`src/rtl/addsub_pkg.sv`:
```
// Shared types and sizing for the bit-serial adder/subtractor.
package addsub_pkg;

  // Sequencer states: wait for a request, walk the bits, present the result.
  typedef enum logic [1:0] {
    IDLE = 2'd0,
    RUN  = 2'd1,
    DONE = 2'd2
  } state_t;

  localparam int WIDTH_DEFAULT = 8;
  localparam int CNT_W         = $clog2(WIDTH_DEFAULT);

endpackage : addsub_pkg

```
`src/rtl/serial_fa_cell.sv`:
```
// One-bit combinational full adder; the carry flop lives in the parent.
module serial_fa_cell (
  input  logic a,
  input  logic b,
  input  logic ci,
  output logic s,
  output logic co
);

  // Plain sum / majority carry.
  always_comb begin
    s  = a ^ b ^ ci;
    co = (a & b) | (a & ci) | (b & ci);
  end

endmodule : serial_fa_cell

```
`src/rtl/serial_addsub_8.sv`:
```
// Bit-serial adder/subtractor: one bit per clock, LSB first, through a
// single full-adder cell. Subtract is a + ~b + 1, so co=1 means no borrow.
module serial_addsub_8
  import addsub_pkg::*;
#(
  parameter int WIDTH = WIDTH_DEFAULT
) (
  input  logic             clk,
  input  logic             rst,
  input  logic             start,
  input  logic             sub,
  input  logic             ci,
  input  logic [WIDTH-1:0] a,
  input  logic [WIDTH-1:0] b,
  output logic             busy,
  output logic             done,
  output logic [WIDTH-1:0] s,
  output logic             co,
  output logic             of
);

  localparam int CW = (WIDTH > 1) ? $clog2(WIDTH) : 1;
  localparam logic [CW-1:0] LAST = CW'(WIDTH - 1);

  state_t           state;
  logic [WIDTH-1:0] a_sh;
  logic [WIDTH-1:0] b_sh;
  logic [WIDTH-1:0] r_sh;
  logic [CW-1:0]    cnt;
  logic             carry;

  logic             cell_s;
  logic             cell_co;
  logic             last_bit;
  logic             c_msb;

  serial_fa_cell u_cell (
    .a  (a_sh[0]),
    .b  (b_sh[0]),
    .ci (carry),
    .s  (cell_s),
    .co (cell_co)
  );

  // On the MSB cycle the carry register holds the carry into the MSB.
  always_comb begin
    last_bit = (cnt == LAST);
    c_msb    = carry;
  end

  // Sequencer, datapath shift registers and registered result/handshake.
  always_ff @(posedge clk or posedge rst) begin
    if (rst) begin
      state <= IDLE;
      a_sh  <= '0;
      b_sh  <= '0;
      r_sh  <= '0;
      cnt   <= '0;
      carry <= 1'b0;
      busy  <= 1'b0;
      done  <= 1'b0;
      s     <= '0;
      co    <= 1'b0;
      of    <= 1'b0;
    end else begin
      done <= 1'b0;
      unique case (state)
        IDLE: begin
          if (start) begin
            a_sh  <= a;
            b_sh  <= sub ? ~b : b;
            carry <= sub ? 1'b1 : ci;
            cnt   <= '0;
            busy  <= 1'b1;
            state <= RUN;
          end
        end
        RUN: begin
          a_sh  <= a_sh >> 1;
          b_sh  <= b_sh >> 1;
          r_sh  <= {cell_s, r_sh[WIDTH-1:1]};
          carry <= cell_co;
          cnt   <= cnt + 1'b1;
          if (last_bit) begin
            // Publish the completed word; the partial R never reaches s.
            s     <= {cell_s, r_sh[WIDTH-1:1]};
            co    <= cell_co;
            of    <= c_msb ^ cell_co;
            busy  <= 1'b0;
            done  <= 1'b1;
            state <= DONE;
          end
        end
        DONE: begin
          // start is deliberately not sampled here.
          state <= IDLE;
        end
        default: begin
          state <= IDLE;
          busy  <= 1'b0;
        end
      endcase
    end
  end

endmodule : serial_addsub_8

```
`config.mk`:
```
export PLATFORM = sky130hd
export DESIGN_NAME = serial_addsub_8
export DESIGN_NICKNAME = d
export VERILOG_FILES = /design/src/rtl/addsub_pkg.sv /design/src/rtl/serial_fa_cell.sv /design/src/rtl/serial_addsub_8.sv
export SDC_FILE = /design/constraint.sdc
export NUM_CORES = 1
export LEC_CHECK = 0
export ABC_CLOCK_PERIOD_IN_PS = 3400
export CORE_MARGIN = 10
export CORE_UTILIZATION = 55
export DETAILED_ROUTE_END_ITERATION = 16
export PLACE_DENSITY = 0.83
export SLEW_MARGIN = 5
export SYNTH_ARGS = -nofsm -noshare
export SYNTH_HDL_FRONTEND = slang
export SYNTH_SLANG_ARGS = --single-unit
```
`constraint.sdc`:
```
create_clock -name clk -period 3.4 [get_ports clk]
set_input_delay 0.51 -clock clk [delete_from_list [all_inputs] [get_ports clk]]
set_output_delay 0.51 -clock clk [all_outputs]
set_load 0.005 [all_outputs]
```
==> results.sh <==
export IMPL_outcome="finished, final reports clean"
export IMPL_num_antenna_cells=0
export IMPL_ant_nets=0
export IMPL_critPathArrivalTime_ps=2240
export IMPL_syn_area_um2=1810
export IMPL_cts_tree="done"
export IMPL_io_pins=33
export IMPL_period_minus_slack_ps=2000
export IMPL_swShare=0.300
export IMPL_worst_slew_pin_slew_ps=763
export IMPL_place_area_um2=2150
export IMPL_firstDrtPassIters=4
export IMPL_synth_ff_type="dfrtp_1"
export IMPL_seq_area_frac_synth=0.567
export IMPL_antenna_found_initial=0
export IMPL_finalHoldViolCount=0
export IMPL_synth_cells=142
export IMPL_drv_cap=0
export IMPL_seq_power_share=0.467
export IMPL_synth_edff_count=0
export IMPL_setup_worst_path_start_class="flip-flop"
export IMPL_leakage_uw=0.00103
export IMPL_clk_latency_ps=340
export IMPL_pwr_share_clk=0.175
export IMPL_post_synth_cell_area_avg_um2=12.7
export IMPL_pwr_share_comb=0.358
export IMPL_place_port_buffers=32
export IMPL_cts_resized_gates=0
export IMPL_synth_seq_cells=41
export IMPL_area_growth_pct=23.6
export IMPL_post_route_drc_count=0
export IMPL_h_tree_depth=2
export IMPL_place_congestion=0.747
export IMPL_finalWirelength_um=3420
export IMPL_p_total_uw=1840
export IMPL_finClkSkew_ps=5.26
export IMPL_grt_pass1_wl_um=5680
export IMPL_slew_headroom=0.490
export IMPL_viasPerCell=5.47
export IMPL_stdcell_area_um2=2240
export IMPL_fillCellCount=247
export IMPL_layoutNonFillerInstCount=219
export IMPL_critical_path_class="reg2reg"
export IMPL_fin_ws_ps=1400
export IMPL_async_reset_ff_frac=1.00
export IMPL_synth_nets=166
export IMPL_peakVddDrop_mv=0.382
export IMPL_endpoint_kind="flip-flop"
export IMPL_core_um2=3100
export IMPL_finalSetupViolCount=0
export IMPL_fmax_mhz=500
export IMPL_vias=1198
export IMPL_post_cts_buffers=0
export IMPL_p_switching_uw=551
export IMPL_synth_distinct_cells=28
export IMPL_die_width_um=77.4
export IMPL_dp_hpwl_um=2530
export IMPL_cp_required_ps=3640
export IMPL_numCtsBuffers=5
export IMPL_wl_per_cell_um=15.6
export IMPL_p_per_area_nw_per_um2=821
export IMPL_period_share=0.588
export IMPL_pre_cts_ws_ps=1390
export IMPL_cts_hold_buf=0
export IMPL_cp_max_fo=26
export IMPL_fin_tns_setup_ps=0
export IMPL_cts_root_buf="clkbuf_4"
export IMPL_grt_ovfl_total=0
export IMPL_clkTransAtPathRegs_ps=110
export IMPL_first_iter_violations=66
export IMPL_cts_buffer_depth=2
export IMPL_p_int_uw=1280
export IMPL_grt_pass1_vias=1239
export IMPL_die_y_um=77.4
export IMPL_start_util=0.583
export IMPL_synth_warnings=0
export IMPL_track_usage=0.116
export IMPL_rsz0062_at_grt="false"
export IMPL_drive_gt1_frac=0.160
export IMPL_die_area_um2=5980
export IMPL_placed_cells=211
export IMPL_grt_max_degree=42
export IMPL_hold_class="reg2reg"
export IMPL_row_count=20
export IMPL_maxSlewViolCount=0
export IMPL_final_nets=198
export IMPL_clock_sinks=41
[flip-flops by register name, indices dropped and copies added (netlist names)]
| register | count |
|---|---|
| a_sh | 8 |
| b_sh | 8 |
| s | 8 |
| r_sh | 7 |
| cnt | 3 |
| state | 2 |
| busy | 1 |
| c_msb | 1 |
| co | 1 |
| done | 1 |
| of | 1 |
[through the flow]
stage                     hold WS, ps   util
after floorplan                   450      -
after global placement            465  0.693
after detailed placement          480  0.693
after CTS                         506  0.721
after global routing              534  0.721
final                             505  0.721
[area by class of cell]
class                   instances  area, µm²  share of cell area
well taps                      44       55.1              0.0246
multi-input cells              88        719               0.322
clock inverters                 1       30.0              0.0134
inverters                       4       15.0             0.00672
repair buffers                 34        335               0.150
flip-flops and latches         41       1030               0.459
clock buffers                   7       55.1              0.0246
[cells in the final DEF, fill, tap and decap left out]
cell | netlist | layout
and3b_1 | 11 | 11
nor2_1 | 1 | 1
inv_1 | 4 | 4
o21a_1 | 1 | 1
o21bai_1 | 1 | 1
xor2_1 | 8 | 8
a22o_1 | 4 | 4
clkbuf_8 | 0 | 1
o22ai_1 | 1 | 1
a221o_1 | 7 | 7
bufinv_16 | 0 | 1
o21ai_1 | 1 | 1
buf_4 | 0 | 2
o21ai_0 | 8 | 8
a21oi_1 | 5 | 5
a2bb2oi_1 | 1 | 1
xnor2_1 | 1 | 1
a22oi_1 | 3 | 3
clkbuf_4 | 0 | 5
ha_1 | 2 | 2
mux2_2 | 17 | 17
dfrtp_1 | 41 | 41
nor2b_1 | 2 | 2
nor2_2 | 1 | 1
nand2_1 | 9 | 9
nand2b_1 | 2 | 2
clkdlybuf4s50_1 | 0 | 32
clkbuf_1 | 2 | 1
fa_1 | 1 | 1
nand3b_2 | 1 | 1
[Yosys cell counts, drive strengths merged (2+ instances only)]
| library cell | count | area, µm² |
|---|---|---|
| clkbuf | 3 | 12.5 |
| nor2b | 2 | 12.5 |
| nand2 | 9 | 33.8 |
| mux2 | 17 | 191 |
| buf | 6 | 36.3 |
| a22oi | 3 | 22.5 |
| xor2 | 8 | 70.1 |
| dfrtp | 41 | 1030 |
| o21ai | 9 | 45.0 |
| nor2 | 2 | 10.0 |
| a22o | 4 | 35.0 |
| a21oi | 5 | 25.0 |
| nand2b | 2 | 12.5 |
| a221o | 7 | 70.1 |
| and3b | 11 | 96.3 |
| inv | 4 | 15.0 |
| ha | 2 | 25.0 |
[per-layer routing]
metal  global-route usage  routed length (µm)  vias up
li1                     -                   -      569
met1                0.129                1520      587
met2                0.188                1650       33
met3               0.0518                 189        9
met4               0.0493                  61        0
met5                    0                   0        -
[critical path, stage by stage, from the launching register on]
cell and delay, ps:
dfrtp_1 780, nor2b_1 700, mux2_2 410
[path summary, 6_finish.rpt]
check	from	end	slack, ps	cells after the start
min	of	of	500	2
min in group asynchronous	rst	s[6]	590	3
min reg2reg	of	of	500	2
max in group asynchronous	rst	state[1]	2450	3
max	state[0]	r_sh[5]	1400	2
max reg2reg	state[0]	r_sh[5]	1400	2
[power groups by stage]
stage / Clock, µW / Combinational [µW] / Sequential (µW)
2_1_floorplan: 0 / 456 / 810
3_3_place_gp: 0 / 633 / 855
3_5_place_dp: 0 / 671 / 870
4_1_cts: 330 / 670 / 860
5_1_grt: 361 / 723 / 885
6_report: 322 / 656 / 858
[logic make-up after synthesis]
family	share of synthesized area
AO/OA/AOI/OAI	0.126
XOR/XNOR	0.0436
adder cells (fa/ha/maj)	0.0249
buffers and inverters	0.0353
flip-flops	0.567
multiplexers	0.106
AND/OR/NAND/NOR	0.0975
(Power assumes the default switching activity.)
